$ cat src/rtl/ram_port_arbiter_pkg.sv
// Shared encodings for the RAM port-B arbiter: FSM states, access owners
// and the fixed-priority-with-starvation-override winner selection.
package ram_port_arbiter_pkg;

  typedef enum logic [1:0] {
    ST_IDLE    = 2'd0,
    ST_ISSUE   = 2'd1,
    ST_WAIT_RD = 2'd2
  } state_e;

  typedef enum logic {
    OWN_CPU = 1'b0,
    OWN_AUX = 1'b1
  } owner_e;

  // CPU wins ties; a starved AUX overrides that.
  function automatic owner_e pick_winner(input logic cpu_req,
                                         input logic aux_req,
                                         input logic starved);
    return (aux_req && (!cpu_req || starved)) ? OWN_AUX : OWN_CPU;
  endfunction

endpackage

$ cat src/rtl/arb_starve_counter.sv
// Saturating count of consecutive arbitrations lost by AUX; flags
// starvation once the count reaches MAX_WAIT.
module arb_starve_counter #(
  parameter int MAX_WAIT = 4
) (
  input  logic clk,
  input  logic reset,
  input  logic clr,
  input  logic inc,
  output logic starved
);

  localparam int CW = $clog2(MAX_WAIT + 1);

  logic [CW-1:0] count;

  // NOTE: sequential state uses non-blocking assignments so every register
  // samples pre-edge values regardless of block ordering.
  always_ff @(posedge clk) begin
    if (reset) begin
      count <= '0;
    end else if (clr) begin
      count <= '0;
    end else if (inc && (count != CW'(MAX_WAIT))) begin
      count <= count + 1'b1;
    end
  end

  assign starved = (count == CW'(MAX_WAIT));

endmodule

$ cat src/rtl/ram_port_arbiter.sv
// Arbitrates RAM port B between the CPU load/store FSM and an AUX reader,
// issuing one registered access at a time and returning read data with rvalid.
module ram_port_arbiter
  import ram_port_arbiter_pkg::*;
#(
  parameter int ADDR_W   = 16,
  parameter int DATA_W   = 16,
  parameter int MAX_WAIT = 4
) (
  input  logic              clk,
  input  logic              reset,
  input  logic              cpu_req,
  input  logic              cpu_we,
  input  logic [ADDR_W-1:0] cpu_addr,
  input  logic [DATA_W-1:0] cpu_wdata,
  output logic              cpu_gnt,
  output logic              cpu_rvalid,
  output logic [DATA_W-1:0] cpu_rdata,
  input  logic              aux_req,
  input  logic              aux_we,
  input  logic [ADDR_W-1:0] aux_addr,
  input  logic [DATA_W-1:0] aux_wdata,
  output logic              aux_gnt,
  output logic              aux_rvalid,
  output logic [DATA_W-1:0] aux_rdata,
  output logic              ram_en,
  output logic              ram_we,
  output logic [ADDR_W-1:0] ram_addr,
  output logic [DATA_W-1:0] ram_wdata,
  input  logic [DATA_W-1:0] ram_rdata,
  output logic              busy
);

  state_e              state_q, state_d;
  owner_e              owner_q, owner_d;
  owner_e              winner;
  logic                starved, cnt_clr, cnt_inc;
  logic                ram_en_d, ram_we_d, busy_d;
  logic [ADDR_W-1:0]   ram_addr_d;
  logic [DATA_W-1:0]   ram_wdata_d, cpu_rdata_d, aux_rdata_d;
  logic                cpu_gnt_d, aux_gnt_d, cpu_rvalid_d, aux_rvalid_d;

  arb_starve_counter #(
    .MAX_WAIT(MAX_WAIT)
  ) u_starve (
    .clk    (clk),
    .reset  (reset),
    .clr    (cnt_clr),
    .inc    (cnt_inc),
    .starved(starved)
  );

  always_comb begin
    // NOTE: every combinational output is defaulted first so no path through
    // the case statement can leave one unassigned and infer a latch.
    state_d      = state_q;
    owner_d      = owner_q;
    ram_en_d     = 1'b0;
    ram_we_d     = 1'b0;
    ram_addr_d   = ram_addr;
    ram_wdata_d  = ram_wdata;
    cpu_gnt_d    = 1'b0;
    aux_gnt_d    = 1'b0;
    cpu_rvalid_d = 1'b0;
    aux_rvalid_d = 1'b0;
    cpu_rdata_d  = cpu_rdata;
    aux_rdata_d  = aux_rdata;
    cnt_clr      = 1'b0;
    cnt_inc      = 1'b0;
    winner       = pick_winner(cpu_req, aux_req, starved);

    case (state_q)
      ST_IDLE: begin
        cnt_clr = !aux_req || (winner == OWN_AUX);
        cnt_inc = aux_req && (winner == OWN_CPU);
        if (cpu_req || aux_req) begin
          // The port-B output registers double as the access latch.
          state_d     = ST_ISSUE;
          owner_d     = winner;
          ram_en_d    = 1'b1;
          ram_we_d    = (winner == OWN_AUX) ? aux_we    : cpu_we;
          ram_addr_d  = (winner == OWN_AUX) ? aux_addr  : cpu_addr;
          ram_wdata_d = (winner == OWN_AUX) ? aux_wdata : cpu_wdata;
          cpu_gnt_d   = (winner == OWN_CPU);
          aux_gnt_d   = (winner == OWN_AUX);
        end
      end
      ST_ISSUE: begin
        state_d = ram_we ? ST_IDLE : ST_WAIT_RD;
      end
      ST_WAIT_RD: begin
        state_d = ST_IDLE;
        if (owner_q == OWN_AUX) begin
          aux_rvalid_d = 1'b1;
          aux_rdata_d  = ram_rdata;
        end else begin
          cpu_rvalid_d = 1'b1;
          cpu_rdata_d  = ram_rdata;
        end
      end
      default: begin
        state_d = ST_IDLE;
      end
    endcase

    busy_d = (state_d != ST_IDLE);
  end

  always_ff @(posedge clk) begin
    if (reset) begin
      state_q    <= ST_IDLE;
      owner_q    <= OWN_CPU;
      ram_en     <= 1'b0;
      ram_we     <= 1'b0;
      ram_addr   <= '0;
      ram_wdata  <= '0;
      cpu_gnt    <= 1'b0;
      aux_gnt    <= 1'b0;
      cpu_rvalid <= 1'b0;
      aux_rvalid <= 1'b0;
      cpu_rdata  <= '0;
      aux_rdata  <= '0;
      busy       <= 1'b0;
    end else begin
      state_q    <= state_d;
      owner_q    <= owner_d;
      ram_en     <= ram_en_d;
      ram_we     <= ram_we_d;
      ram_addr   <= ram_addr_d;
      ram_wdata  <= ram_wdata_d;
      cpu_gnt    <= cpu_gnt_d;
      aux_gnt    <= aux_gnt_d;
      cpu_rvalid <= cpu_rvalid_d;
      aux_rvalid <= aux_rvalid_d;
      cpu_rdata  <= cpu_rdata_d;
      aux_rdata  <= aux_rdata_d;
      busy       <= busy_d;
    end
  end

endmodule
$ cat config.mk
export PLATFORM = sky130hd
export DESIGN_NAME = ram_port_arbiter
export DESIGN_NICKNAME = d
export VERILOG_FILES = /design/src/rtl/ram_port_arbiter_pkg.sv /design/src/rtl/arb_starve_counter.sv /design/src/rtl/ram_port_arbiter.sv
export SDC_FILE = /design/constraint.sdc
export NUM_CORES = 1
export LEC_CHECK = 0
export CAP_MARGIN = 20
export CORE_AREA = 4 4 96 98
export DETAILED_ROUTE_END_ITERATION = 10
export DIE_AREA = 0 0 100 102
export PLACE_DENSITY = 0.77
export SYNTH_ARGS = -nofsm -noshare
export SYNTH_HDL_FRONTEND = slang
export SYNTH_SLANG_ARGS = --single-unit
$ cat constraint.sdc
create_clock -name clk -period 1.77 [get_ports clk]
set_input_delay 0.354 -clock clk [delete_from_list [all_inputs] [get_ports clk]]
set_output_delay 0.354 -clock clk [all_outputs]
set_load 0.005 [all_outputs]
# [Yosys cells after proc, flatten, opt, wreduce, memory -nomap -nowiden]
# Cells that the tools add are included.
[totals] reg_bits=77 in_bits=86 output_inout_bits=71
[op_classes] mux=12 reduce_logical=17 n_bitwise=5 add_sub_neg=1 n_eq_ne=4
[op_table] operator="16-bit two-way mux" count=2
[op_table] operator="1-bit two-way mux" count=7
[op_table] operator="2-bit AND reduction" count=3
[op_table] operator="2-bit OR reduction" count=3
[op_table] operator="1-bit inverter" count=5
[op_table] operator="2-bit two-way mux" count=2
[op_table] operator="2-bit one-hot mux with 2 select lines" count=1
[op_table] operator="3-bit by 1-bit adder with 3-bit output (second input constant)" count=1
[op_table] operator="3-bit == test (second input constant)" count=1
[op_table] operator="1-bit logical AND" count=3
[op_table] operator="1-bit logical OR" count=3
[op_table] operator="3-bit != test (second input constant)" count=1
[op_table] operator="3-bit OR reduction" count=1
[op_table] operator="2-bit by 1-bit == test with 1-bit output (second input constant)" count=1
[op_table] operator="2-bit == test (second input constant)" count=1
[op_table] operator="1-bit logical NOT" count=2
[op_table] operator="2-bit logical NOT" count=1
[op_table] operator="2-bit nonzero test" count=1

# [Depth between registers and ports, before layout]
# Gate-level depths: netlist of the first run.
[depth] ltp_word=8 mapped_depth=7 mapped_depth_nobuf=5

# [Hierarchy]
# Synthesis of the first run repeated with hierarchy kept, for this count alone.
[unflattened] cells_unflattened=384 hier_area_um2=3398.3
[by_module_without_submodules] mod="ram_port_arbiter" seq_area_each_um2=1481.4 cells_each=366 area_per_inst_um2=3210.6 instances=1
[by_module_without_submodules] mod="arb_starve_counter" seq_area_each_um2=60.1 cells_each=18 area_per_inst_um2=187.7 instances=1

# [Worst setup path after synthesis of the first run]
# No wires, ideal clock.
[synth_timing] path_kind="reg2reg" startpoint="register u_starve.count[0]" endpoint="register ram_addr[12]" setup_time_ps=134 synth_period_minus_slack_ps=1633 stages_incl_launch_ff=7 t_required_ps=1636 path_slack_ps=137 t_arrival_ps=1500 path_cell_list="dfxtp_1 inv_1 ha_1 a21bo_2 buf_2 a2111oi_2 nor4_1"
[synth_via] elab_chain_cells=5
[synth_rtl] item="from (decl)" line_no="arb_starve_counter.sv:15" source="logic [CW-1:0] count;"
[synth_rtl] item="from (signal assigned)" line_no="arb_starve_counter.sv:25" source="count <= count + 1'b1;"
[synth_rtl] item="3-bit == test" line_no="arb_starve_counter.sv:29" source="assign starved = (count == CW'(MAX_WAIT));"
[synth_rtl] item="1-bit logical OR" line_no="ram_port_arbiter_pkg.sv:20" source="return (aux_req && (!cpu_req || starved)) ? OWN_AUX : OWN_CPU;"
[synth_rtl] item="1-bit logical AND" line_no="ram_port_arbiter_pkg.sv:20"
[synth_rtl] item="1-bit two-way mux" line_no="ram_port_arbiter_pkg.sv:20"
[synth_rtl] item="16-bit two-way mux" line_no="ram_port_arbiter.sv:82" source="ram_addr_d = (winner == OWN_AUX) ? aux_addr : cpu_addr;"
[synth_rtl] item="to (signal assigned)" line_no="ram_port_arbiter.sv:129" source="ram_addr <= ram_addr_d;"
[synth_rtl] item="to (decl)" line_no="ram_port_arbiter.sv:28" source="output logic [ADDR_W-1:0] ram_addr,"
# Every way passes these cells.
# A chain may end at the register's enable or synchronous reset.

# [Worst setup path in the final report of the first run]
[layout_timing] startpoint="register u_starve.count[0]" endpoint="register ram_addr[6]"
# Same word-level chain as after synthesis.

==> impl_metrics.py, run 1 <==
metrics = {
    "run_status": {
        "status": "complete, no violations",
    },
    "synth": {
        "ys_warn_count": 0,
        "syn_area_mm2": 0.00347,
        "yosysSeqAreaShare": 0.444,
        "synth_top_area_share": 0.444,
        "synth_cell_types": 33,
        "synth_area_leader_cell": "dfxtp_1",
        "synthesis.nets": 478,
        "synth_area_leaders": "dfxtp_1 (44%), a2111oi_2 (13%), nor4_1 (12%)",
        "ys_seq_elements": 77,
        "synth_cells": 390,
        "avgSynthCellArea_um2": 8.91,
    },
    "routing": {
        "routed_via_density": 5.64,
        "num_vias": 3669,
        "drt_iter0_drc": 169,
        "detail-route-antenna-nets": 0,
        "drtPass1Iterations": 5,
        "drt-total-wl_um": 11000,
        "drcViolationCount": 0,
        "wl_per_cell_um": 17.0,
    },
    "setup_path": {
        "cp.required_ns": 1.98,
        "crit_path_max_incr_delay_ns": 0.42,
        "critical_path_class": "flip-flop to flip-flop",
        "slowest_stage": "a2111oi_1",
        "end_kind": "flip-flop",
        "path_delay_family": "compound AO/OA/AOI/OAI gates",
        "critPathMaxFanout": 5,
        "worstPathArrival_ns": 1.93,
        "crit_chain": "inv_1 -> ha_2 -> a21bo_2 -> buf_4 -> a2111oi_1 -> nor4_1",
        "worst-path-buf-inv": 2,
        "worst_setup_path_start_kind": "flip-flop",
    },
    "floorplan": {
        "ios": 157,
        "start_util": 0.410,
        "dieArea_mm2": 0.0102,
        "die_h_um": 102,
        "core-area_mm2": 0.00847,
        "die_x_um": 100,
        "row_count": 34,
    },
    "final_layout": {
        "antennaDiodeCount": 0,
        "multi_input_area_mm2": 0.00173,
        "mostFrequentLayoutCells": "clkdlybuf4s50_1 (154), dfxtp_1 (77), a21oi_1 (68), nand2_1 (68), nor4_1 (65)",
        "nets": 625,
        "nFillCells": 685,
        "finalNonFillerCells": 650,
        "final_common_cell": "clkdlybuf4s50_1",
        "regArea_mm2": 0.00154,
        "layout-drive-gt1-share": 0.161,
        "areaGrowthSynthToFinish_pct": 56.3,
    },
    "global_routing": {
        "track_usage": 0.211,
        "grt_overflow_total": 0,
        "grt_max_degree": 70,
        "grt_pass1_vias": 3571,
        "grt_pass1_wl_um": 17400,
        "antenna_found_initial": 0,
    },
    "power_and_ir_drop": {
        "p_per_area_mw_per_mm2": 764,
        "total_power_w": 0.00415,
        "cellLeakagePower_nw": 1.79,
        "irDropWorstVdd_mv": 0.398,
    },
    "run": {
        "cap_violations": 0,
    },
    "clock_tree": {
        "postCtsHoldBufs": 0,
        "cts-root-buf": "clkbuf_8",
        "cts.htree.levels": 3,
        "clk_latency_ns": 0.34,
        "clock-sinks": 77,
        "cts_made_buffers": 9,
        "max-clock-path-buffers": 2,
        "cts_setup_buffers": 0,
        "cts_tree": "done",
        "clk_pin_slew_worst_paths_ns": 0.08,
    },
    "sta": {
        "worst_hold_slack_ns": 0.337,
        "max_freq_mhz": 583,
        "maxSlewViolCount": 0,
        "tns_ns": 0,
        "post-route-period-util": 0.969,
        "setup_viol": 0,
        "relSlewSlack": 0.609,
        "hold_violations": 0,
        "rsz0062_at_grt": "no",
        "layout_setup_ws_ns": 0.0545,
        "tightest_slew_ns": 0.585,
        "period_needed_ns": 1.72,
        "finClkSkew_ns": 0.00849,
    },
    "place": {
        "dpl.cell_count": 634,
        "portBuffers": 156,
        "hpwlAfterDp_um": 7940,
        "routabilityCongestion": 0.822,
        "dpl_worst_slack_ns": -0.177,
    },
    "worst_hold_path": {
        "min_path_type": "primary input to flip-flop",
    },
}
## path summary, 6_finish.rpt
path / depth (start not counted) / startpoint / end / slack (ns)
hold / removal: 2 / reset / state_q[0]$_SDFF_PP0_ / 0.34
setup reg to reg: 6 / u_starve.count[0]$_SDFFE_PP0P_ / ram_addr[6]$_SDFFE_PP0P_ / 0.05
hold reg to reg: 1 / ram_we$_SDFF_PP0_ / state_q[1]$_SDFF_PP0_ / 0.45
setup / recovery: 6 / u_starve.count[0]$_SDFFE_PP0P_ / ram_addr[6]$_SDFFE_PP0P_ / 0.05
## per-layer routing
layer	share of wire	GRT usage	routed length, µm	up-vias
li1	-	-	-	1750
met1	0.42	0.270	4650	1731
met2	0.47	0.338	5170	180
met3	0.10	0.0730	1100	8
met4	0.0093	0.0684	102	0
met5	0	0	0	-
## power by group
group	switching (W)	internal (W)
sequential	0.0000731	0.00185
clock	0.000647	0.000542
combinational	0.000467	0.000571
## worst reg2reg max path: cells and delay by family, from the launching register on
family	cells	cell delay [ns]
compound gates	2	0.67
flops	1	0.36
buf+inv	2	0.24
fa+ha+maj	1	0.21
simple gates	1	0.11
## cells in the mapped netlist (all sizes together)
master / number
a2111oi: 32
a211oi: 2
a21bo: 1
a21boi: 1
a21oi: 68
and3b: 1
buf: 25
clkbuf: 23
dfxtp: 77
ha: 2
inv: 3
nand2: 68
nand3: 2
nand3b: 1
nand4: 2
nor2: 6
nor2b: 1
nor3b: 1
nor4: 65
nor4b: 2
o211ai: 1
o21ai: 2
o21bai: 1
or2: 2
or3b: 1
## what timing repair did
item / CTS / global route
endpoints found under the hold margin: 0 / 0
gates resized for setup: 0 / 4
endpoints found under the setup margin: 0 / 17
## flip-flops by register name (all words and copies together) (netlist names)
name            flops
aux_rdata          16
u_starve.count      3
cpu_rdata          16
aux_rvalid          1
cpu_rvalid          1
ram_addr           16
owner_q             1
ram_wdata          16
ram_en              1
state_q             2
ram_we              1
cpu_gnt             1
busy                1
aux_gnt             1
## stage by stage
stage,utilization,area (µm²)
after global placement,0.617,5220
after detailed placement,0.617,5220
after global routing,0.641,5430
after floorplan,-,3470
after CTS,0.637,5400
final,0.641,5430
## cell families (layout without fill, tap and decap cells)
kind of cell	Yosys count	after routing	share of synthesized area
DFF	77	77	0.444
and+or+nand+nor	152	152	0.226
adders and majority gates	2	2	0.00720
buffers and inverters	51	203	0.0717
AOI/OAI and AO/OA	108	108	0.251
## layout make-up
type,count,area share
Clock inverter,6,0.00714
Clock buffer,10,0.0254
Tap cell,108,0.0249
Sequential cell,77,0.284
Inverter,3,0.00207
Multi-Input combinational cell,262,0.318
Timing Repair Buffer,184,0.338
Power figures use the tool's default switching activity.
==> inputs of run 2 (changes only) <==
--- a/config.mk
+++ b/config.mk
@@ -9,6 +9,8 @@
 export CORE_AREA = 4 4 96 98
 export DETAILED_ROUTE_END_ITERATION = 10
 export DIE_AREA = 0 0 100 102
+export GPL_TIMING_DRIVEN = 0
+export MAX_ROUTING_LAYER = met4
 export PLACE_DENSITY = 0.77
 export SYNTH_ARGS = -nofsm -noshare
 export SYNTH_HDL_FRONTEND = slang
==> run 2 against run 1 <==
Worst hold slack improved by 0.029 ns. Via count rose by 3.7%. Register-to-register slack improved by 0.02 ns. Largest cell class is now multi-input combinational cells.
==> impl_metrics.py, run 2 (same netlist as run 1, synthesis figures left out) <==
metrics = {
    "sta": {
        "tns_ns": 0,
        "rsz0062_at_grt": "yes",
        "maxSlewViolCount": 0,
        "post-route-period-util": 0.964,
        "finClkSkew_ns": 0.0111,
        "relSlewSlack": 0.645,
        "setup_viol": 0,
        "period_needed_ns": 1.71,
        "hold_violations": 0,
        "tightest_slew_ns": 0.532,
        "layout_setup_ws_ns": 0.0637,
        "max_freq_mhz": 586,
    },
    "clock_tree": {
        "clk_latency_ns": 0.35,
        "clk_pin_slew_worst_paths_ns": 0.09,
        "cts.htree.levels": 3,
        "clock-sinks": 77,
        "cts_tree": "done",
        "max-clock-path-buffers": 2,
        "cts_made_buffers": 9,
        "cts-root-buf": "clkbuf_8",
    },
    "floorplan": {
        "ios": 157,
        "row_count": 34,
        "die_h_um": 102,
        "start_util": 0.410,
        "core-area_mm2": 0.00847,
        "die_x_um": 100,
        "dieArea_mm2": 0.0102,
    },
    "power_and_ir_drop": {
        "p_per_area_mw_per_mm2": 787,
        "irDropWorstVdd_mv": 0.364,
        "total_power_w": 0.00442,
        "cellLeakagePower_nw": 1.84,
    },
    "setup_path": {
        "timing.rr.start": "u_starve.count[1]$_SDFFE_PP0P_",
        "critical_path_class": "primary input to flip-flop",
        "r2r_cells": 6,
        "r2r_end": "ram_wdata[8]$_SDFFE_PP0P_",
        "critPathMaxFanout": 10,
        "worst_setup_path_start_kind": "primary input",
        "r2r_slack_ns": 0.07,
        "worstPathArrival_ns": 1.94,
        "end_kind": "flip-flop",
        "cp.required_ns": 2.00,
    },
    "routing": {
        "detail-route-antenna-nets": 0,
        "num_vias": 3803,
        "drtPass1Iterations": 5,
        "drt-met1-wl_um": 4930,
        "wl_per_cell_um": 17.9,
        "route.met2.wl_um": 5540,
        "routed_via_density": 5.68,
        "top_layer": "met4",
        "route.met3.wl_um": 1190,
        "drcViolationCount": 0,
        "drt-total-wl_um": 11900,
        "drt_iter0_drc": 190,
    },
    "global_routing": {
        "grt_max_degree": 16,
        "grt_overflow_total": 0,
        "grt_pass1_wl_um": 18900,
        "track_usage": 0.236,
        "antenna_found_initial": 0,
        "grt_pass1_vias": 3861,
    },
    "final_layout": {
        "areaGrowthSynthToFinish_pct": 61.6,
        "regArea_mm2": 0.00154,
        "final_common_cell": "clkdlybuf4s50_1",
        "multi_input_area_mm2": 0.00187,
        "nets": 644,
        "nFillCells": 678,
        "fin_area_mm2": 0.00561,
        "antennaDiodeCount": 0,
        "layout-drive-gt1-share": 0.178,
        "mostFrequentLayoutCells": "clkdlybuf4s50_1 (154), dfxtp_1 (76), a21oi_1 (68), nand2_1 (68), nor4_1 (56)",
    },
    "worst_hold_path": {
        "min_from": "reset",
        "worstHoldPathCells": 2,
        "whs_endpoint": "state_q[1]$_SDFF_PP0_",
        "min_path_type": "primary input to flip-flop",
    },
    "run": {
        "cap_violations": 0,
    },
    "run_status": {
        "status": "complete, no violations",
    },
    "place": {
        "hpwlAfterDp_um": 8620,
        "portBuffers": 155,
        "routabilityCongestion": 0.816,
        "dpl_worst_slack_ns": -0.521,
        "dpl_cell_area_mm2": 0.00516,
    },
}
run 2: power breakdown:
group | switching, W | leakage, nW | internal (W)
Sequential | 0.0000668 | 0.632 | 0.00185
Clock | 0.000718 | 0.0944 | 0.000671
Combinational | 0.000523 | 1.11 | 0.000589
run 2: how the worst max path moves through the flow:
| stage | end | depth (start not counted) | startpoint | slack, ns |
|---|---|---|---|---|
| finish | ram_addr[11]$_SDFFE_PP0P_ | 5 | cpu_req | 0.06 |
| detailed placement | ram_addr[14]$_SDFFE_PP0P_ | 6 | aux_req | -0.52 |
| floorplan | ram_addr[12]$_SDFFE_PP0P_ | 6 | u_starve.count[0]$_SDFFE_PP0P_ | 0.14 |
| global placement | ram_addr[14]$_SDFFE_PP0P_ | 6 | aux_req | -0.52 |
| global route | ram_wdata[8]$_SDFFE_PP0P_ | 5 | state_q[0]$_SDFF_PP0_ | -0.03 |
| CTS | ram_addr[13]$_SDFFE_PP0P_ | 6 | aux_req | -0.04 |
run 2: final cells by class:
class,instances,share of cell area
well taps,108,0.0241
multi-input cells,262,0.333
flip-flops and latches,77,0.275
clock inverters,7,0.0145
plain buffers,47,0.0513
clock buffers,9,0.0221
inverters,3,0.00201
repair buffers,156,0.278
run 2: per-layer routing:
layer,global-route usage,vias to the layer above
li1,-,1794
met1,0.294,1762
met2,0.365,220
met3,0.0635,27
met4,0.0943,0
met5,-,-
run 2: timing repair:
action / in CTS / in global routing
buffers inserted: 0 / 1
resized for setup: 12 / 46
endpoints found under the setup margin: 29 / 32
hold buffers: 0 / 0
pin swaps: 0 / 1
run 2: per-stage QoR:
step           hold slack, ns  std cells   util
4_1_cts                 0.351        669  0.639
5_1_grt                 0.409        669  0.663
6_report                0.366        669  0.663
3_3_place_gp            0.427        653  0.610
3_5_place_dp            0.441        653  0.610
2_1_floorplan           0.432        390      -
run 2: critical path, stage by stage:
cell             delay [ns]
clkdlybuf4s50_1        0.48
nor2_2                 0.31
clkbuf_4               0.37
a2111oi_4              0.07
nor4_1                 0.36
==> inputs of run 3 (changes only) <==
--- a/config.mk
+++ b/config.mk
@@ -15,3 +15,4 @@
 export SYNTH_ARGS = -nofsm -noshare
 export SYNTH_HDL_FRONTEND = slang
 export SYNTH_SLANG_ARGS = --single-unit
+export TNS_END_PERCENT = 50
==> results of run 3 <==
Same layout as run 2: the final DEF is identical, and so are final timing and power.
